### config.mk
export PLATFORM = sky130hd
export DESIGN_NAME = out_dev_ctrl
export DESIGN_NICKNAME = d
export VERILOG_FILES = /design/src/rtl/out_dev_ctrl_pkg.sv /design/src/rtl/out_dev_ctrl_rr_arb2.sv /design/src/rtl/out_dev_ctrl.sv
export SDC_FILE = /design/constraint.sdc
export NUM_CORES = 1
export LEC_CHECK = 0
export BUFFER_PORTS_ARGS = -buffer_cell sky130_fd_sc_hd__buf_2
export CORE_MARGIN = 5
export CORE_UTILIZATION = 49
export DETAILED_ROUTE_END_ITERATION = 10
export HOLD_SLACK_MARGIN = 0.03
export PLACE_DENSITY_LB_ADDON = 0.15
export SLEW_MARGIN = 20
export SYNTH_ARGS = -nofsm -noshare
export SYNTH_HDL_FRONTEND = slang
export SYNTH_SLANG_ARGS = --single-unit
export TNS_END_PERCENT = 100
### constraint.sdc
create_clock -name clk -period 2.3 [get_ports clk]
set_input_delay 0.23 -clock clk [delete_from_list [all_inputs] [get_ports clk]]
set_output_delay 0.23 -clock clk [all_outputs]
set_load 0.005 [all_outputs]
### src/rtl/out_dev_ctrl_pkg.sv
// Output device controller: shared types.
// State encoding and device register word addresses.
package out_dev_ctrl_pkg;

  typedef enum logic [2:0] {
    S_IDLE,
    S_CAPTURE,
    S_WR_PREV,
    S_WR_CUR,
    S_ACK
  } state_e;

  localparam logic [1:0] ADDR_PREV = 2'b00;
  localparam logic [1:0] ADDR_CUR  = 2'b01;

endpackage

### src/rtl/out_dev_ctrl_rr_arb2.sv
// Two-way round-robin arbiter.
// On a tie the requester not granted last time wins.
module rr_arb2 (
  input  logic req0,
  input  logic req1,
  input  logic last,
  output logic gnt_id,
  output logic gnt_vld
);

  always_comb begin
    gnt_vld = req0 | req1;
    gnt_id  = 1'b0;
    unique case (1'b1)
      (req0 & req1):  gnt_id = ~last;
      (req1 & ~req0): gnt_id = 1'b1;
      default:        gnt_id = 1'b0;
    endcase
  end

endmodule

### src/rtl/out_dev_ctrl.sv
// Output device controller: arbitrates two requesters and
// shifts the device's current value into prev before writing cur.
module out_dev_ctrl
  import out_dev_ctrl_pkg::*;
#(
  parameter int CNT_W = 16
) (
  input  logic             clk,
  input  logic             rst_n,
  input  logic             req0,
  input  logic             req1,
  input  logic [31:0]      wdata0,
  input  logic [31:0]      wdata1,
  output logic             ack0,
  output logic             ack1,
  output logic             dev_en,
  output logic [1:0]       dev_addr,
  output logic [31:0]      dev_din,
  input  logic [31:0]      dev_dout,
  output logic             busy,
  output logic [CNT_W-1:0] upd_cnt
);

  state_e           state_q;
  state_e           state_d;
  logic [31:0]      data_q;
  logic [31:0]      hold_q;
  logic             gnt_q;
  logic             last_q;
  logic [CNT_W-1:0] cnt_q;
  logic             gnt_id;
  logic             gnt_vld;

  rr_arb2 u_arb (
    .req0    (req0),
    .req1    (req1),
    .last    (last_q),
    .gnt_id  (gnt_id),
    .gnt_vld (gnt_vld)
  );

  always_comb begin
    state_d = state_q;
    unique case (state_q)
      S_IDLE:    if (gnt_vld) state_d = S_CAPTURE;
      S_CAPTURE: state_d = S_WR_PREV;
      S_WR_PREV: state_d = S_WR_CUR;
      S_WR_CUR:  state_d = S_ACK;
      S_ACK:     state_d = S_IDLE;
      default:   state_d = S_IDLE;
    endcase
  end

  // Idle-like states park the address on cur so hold_q sees it.
  always_comb begin
    dev_en   = 1'b0;
    dev_addr = ADDR_CUR;
    dev_din  = '0;
    ack0     = 1'b0;
    ack1     = 1'b0;
    busy     = (state_q != S_IDLE);
    unique case (state_q)
      S_WR_PREV: begin
        dev_en   = 1'b1;
        dev_addr = ADDR_PREV;
        dev_din  = hold_q;
      end
      S_WR_CUR: begin
        dev_en   = 1'b1;
        dev_addr = ADDR_CUR;
        dev_din  = data_q;
      end
      S_ACK: begin
        ack0 = ~gnt_q;
        ack1 = gnt_q;
      end
      default: ;
    endcase
  end

  always_ff @(posedge clk) begin
    if (!rst_n) begin
      state_q <= S_IDLE;
      data_q  <= '0;
      hold_q  <= '0;
      gnt_q   <= 1'b0;
      last_q  <= 1'b1;
      cnt_q   <= '0;
    end else begin
      state_q <= state_d;
      if (state_q == S_IDLE && gnt_vld) begin
        data_q <= gnt_id ? wdata1 : wdata0;
        gnt_q  <= gnt_id;
        last_q <= gnt_id;
      end
      if (state_q == S_CAPTURE)
        hold_q <= dev_dout;
      if (state_q == S_ACK)
        cnt_q <= cnt_q + CNT_W'(1);
    end
  end

  assign upd_cnt = cnt_q;

endmodule

Yosys cells after proc, flatten, opt, wreduce, memory -nomap -nowiden. Index checks and enable logic that the tools add are counted.

Bits in registers: 85. Output and inout bits: 54. Bits of input ports: 100. Logic and storage cells: 31.

Equal/unequal tests: 5. Mux-type cells: 9. Add/sub/neg operators: 1. Bitwise operators: 6. Reduce and logical (&&, ||, !) cells: 4.

Operators with widths (number): 32-bit one-hot mux with 2 select lines (1); 32-bit 2-to-1 mux (1); 16-bit by 1-bit adder with 16-bit output, second input constant (1); 3-bit one-hot mux with 4 select lines (1); 3-bit by 2-bit == test with 1-bit output, second input constant (2); 1-bit 2-to-1 mux (4); 3-bit by 1-bit == test with 1-bit output, second input constant (1); 3-bit == test, second input constant (1); 3-bit logical NOT (1); 3-bit 2-to-1 mux (1); 1-bit NOT (3); 3-bit nonzero test (1); 1-bit bitwise AND (2); 2-bit inequality test, second input constant (1); 1-bit one-hot mux with 2 select lines (1); 2-bit OR reduction (1); 1-bit logical AND (1); 1-bit bitwise OR (1).

Logic depth before layout (Yosys ltp).
Word-level depth: 4. Mapped depth: 7. Depth with buffers taken out: 5.

Hierarchy. Synthesis repeated with hierarchy kept, for this count alone.

Cell total of the unflattened synthesis: 438. Area total of the unflattened synthesis: 3783.6 um2.

Modules (own cells, without submodules): out_dev_ctrl (times used 1, seq. area each 1701.6 um2, area an instance 3769.9 um2, cells each 436); rr_arb2 (times used 1, seq. area each 0.0 um2, area an instance 13.8 um2, cells each 2).

Least setup slack after synthesis. Ideal clock, no wire load.

Path kind: register -> register. Start: register state_q[1]. End: register cnt_q[10], in the netlist upd_cnt[10]. Arrival: 1684 ps. Buffers on the path: 2. Library setup time: 70 ps. Period minus slack after synthesis: 1754 ps. Setup slack: 546 ps. Data required time: 2230 ps. Stages on the path, launching flop included: 7. Cells stage by stage: dfxtp_1 buf_6 nand4bb_4 or4_1 buf_2 or3_1 a21boi_1.

Cells in the longest elaborated chain, start to end: 1.

Ends and longest elaborated chain: start: declaration (RTL line out_dev_ctrl.sv:24) `state_e state_q;`; start signal: assignment (RTL line out_dev_ctrl.sv:90) `state_q <= state_d;`; 3-bit == test (RTL line out_dev_ctrl.sv:98) `if (state_q == S_ACK)`; end signal: assignment (RTL line out_dev_ctrl.sv:99) `cnt_q <= cnt_q + CNT_W'(1);`; end: declaration (RTL line out_dev_ctrl.sv:30) `logic [CNT_W-1:0] cnt_q;`.

No other way between the ends. A chain may end at the register's enable or synchronous reset.

Worst setup path in the final report.
Start: register state_q[1]. End: output dev_din[17].

Cells in the longest elaborated chain, start to end: 2. Elaborated cells on any way between the ends: 3. Classes of those cells: 2 x eq/ne; 1 x mux.

Ends and longest elaborated chain: 3-bit by 2-bit == test with 1-bit output (RTL line out_dev_ctrl.sv:62) `unique case (state_q)`; 32-bit one-hot mux with 2 select lines * (RTL line out_dev_ctrl.sv:62); end: declaration (RTL line out_dev_ctrl.sv:18) `output logic [31:0] dev_din,`.

Every way passes the cells marked *; elsewhere a longest branch is shown, timed or not.

==> results.cfg <==
[yosys]
ys_types = 38
yosysTopAreaCellShare_pct = 42.69
post-synth-top-area-cell = dfxtp_1
ys_ff_latch = 85
yosys-top-cells-area = dfxtp_1 (43%), nand2_1 (10%), mux2i_1 (9.3%)
synth_edf_count = 0
yosysWarnings = 0
synthArstFlopShare_pct = 0
syn_avg_cell_area_sq_um = 9.101
ys_seq_area_share_pct = 42.69
synthCells = 438
synth_area_sq_um = 3986
synthFlopType = dfxtp_1
synthesis.nets = 539

[worst_setup_path]
path_class = flop to output port
path_cells = nor2b_1, and2_1, buf_4, a22o_1, buf_2
end_kind = output port
cpPeakStageDelay_ns = 0.50
path_max_fanout = 19
crit_required_ns = 2.07
crit_slowest_cell = dfxtp_1
worstPathArrival_ns = 1.90
start_kind = flop

[timing]
setup_viol_count_final = 0
setup_tns_ns = 0
rsz0062_at_grt = no
tightest_slew_ns = 0.7281
min_period_over_period_pct = 92.44
fmax_mhz = 470.4
report.final.slew_viol_count = 0
clock_skew_ns = 0.01160
final_hold_viol_count = 0
timing.final.ws_setup_ns = 0.1740
fin_crit_ns = 2.126
relSlewSlack_pct = 51.46

[placed_design]
port_buffers = 152
globalplace.congestion = 0.8024
hpwl_microns = 7398
dp_worst_setup_slack_ns = 0.4424

[clock_tree]
clk_latency_ns = 0.34
clk_pin_slew_ns = 0.09
cts.sinks = 85
cts_max_level = 3
cts_tree = done
cts_made_buffers = 9
cts_hold_buf = 0
cts_buffer_depth = 2
cts-root-buf = clkbuf_8

[floorplanning]
rows = 32
coreArea_sq_um = 7807
dieArea_sq_um = 10040
initial_utilization_pct = 51.06
die_h_microns = 100.2
die_x_microns = 100.2
ios = 154

[flow_run]
max_cap_violations = 0

[cells_and_area]
antenna_cells = 0
final_nets = 674
layout_commonest_cell = buf_2
nFillCells = 725
final_cell_mix = buf_2 (152), nand2_1 (106), dfxtp_1 (85)
syn_to_final_growth_pct = 25.33
drive_gt1_share_pct = 32.18

[route]
avgViaCountPerCell = 5.343
detail_route.wl_per_cell_microns = 15.19
drtIter0Drc = 109
wl_microns = 10330
dr_total_vias = 3633
drc = 0
dr.pass1.iters = 4
ant_nets = 0

[global_routing]
grt_pass1_vias = 3648
grt_max_degree = 40
antenna_found_initial = 0
grt_use_total_pct = 20.11
grt.overflow.total = 0
grt_pass1_wl_microns = 16430

[power_and_ir_drop]
p_leak_uw = 0.002510
ir_drop_v = 0.0003387
powerDensity_nw_per_um2 = 656.6

[min_path]
hp-class = primary input to flop

[outcome]
outcome = finished clean
## cell families after synthesis
kind of cell,Yosys count,synth area share [%]
simple gates,151,17.64
compound gates,110,23.38
flops,85,42.69
buf+inv,45,4.834
mux,37,9.291
xor+xnor,8,1.758
fa+ha+maj,1,0.3138
other cells,1,0.09407
## metal layers
layer  track usage [%]  up-vias  wire, microns
met3             4.309       12            651
li1                  -     1799              -
met5                 0        -              0
met4             7.461        0            170
met2             35.07      111           5068
met1             24.23     1711           4438
## state kept, by name (all words and copies together), names as in the netlist
signal and count:
gnt_q 1, upd_cnt 16, last_q 1, state_q 3, hold_q 32, data_q 32
## worst paths after layout
kind / from / end / cells past startpoint / slack (ns)
setup reg to reg: state_q[2] / data_q[16] / 5 / 0.41
hold / removal: dev_dout[15] / hold_q[15] / 3 / 0.13
hold reg to reg: hold_q[3] / hold_q[3] / 2 / 0.47
setup / recovery: state_q[1] / dev_din[17] / 5 / 0.17
## cells in the mapped netlist, types with 2 or more instances
library cell and n:
nand2_1 106, dfxtp_1 85, mux2i_1 37, a21boi_0 34
a22o_1 32, o211a_1 32, clkbuf_1 27, and2_1 9
buf_2 7, xnor2_1 7, inv_1 6, o21ai_0 6
nand2b_1 4, nand4_1 4, nor2b_1 4, nor3_1 4
nor3b_1 4, a21boi_1 3, nand3_1 3, or3_1 3
and3_1 2, buf_1 2, buf_4 2
## where the power goes
group,internal (uW),switching (uW)
clock,422,530
combinational,295,336
sequential,1610,85.6
total,2330,952
## final cells by class
type	instances	area, sq um	area share (%)
clock buffers	11	141.4	2.830
clock inverters	5	36.28	0.7263
repair buffers	163	855.8	17.13
inverters	6	22.52	0.4508
flip-flops and latches	85	1702	34.06
well taps	102	127.6	2.554
multi-input cells	308	2111	42.25
## critical path, delay by kind of cell, from the launching register on
family / cells / cell delay, ns
flip-flops: 1 / 0.50
AND/OR/NAND/NOR: 2 / 0.49
buffers and inverters: 2 / 0.38
AO/OA/AOI/OAI: 1 / 0.18
## stage by stage
stage	hold slack, ns	cell area (sq um)	cells	util [%]	power (uW)
after global routing	0.1328	4996	680	63.99	3453
after detailed placement	0.4575	4817	664	61.70	2367
after floorplan	0.3749	3986	438	-	2122
after CTS	0.1185	4995	680	63.97	3308
final	0.1303	4996	680	63.99	3280
after global placement	0.4505	4817	664	61.70	2347
## repair_timing
action,in CTS,in global routing
gates resized for setup,0,1
endpoints found under the setup margin,0,1
buffers inserted,0,0
endpoints found under the hold margin,0,0
Note: power is estimated with default switching activity, not from simulation.
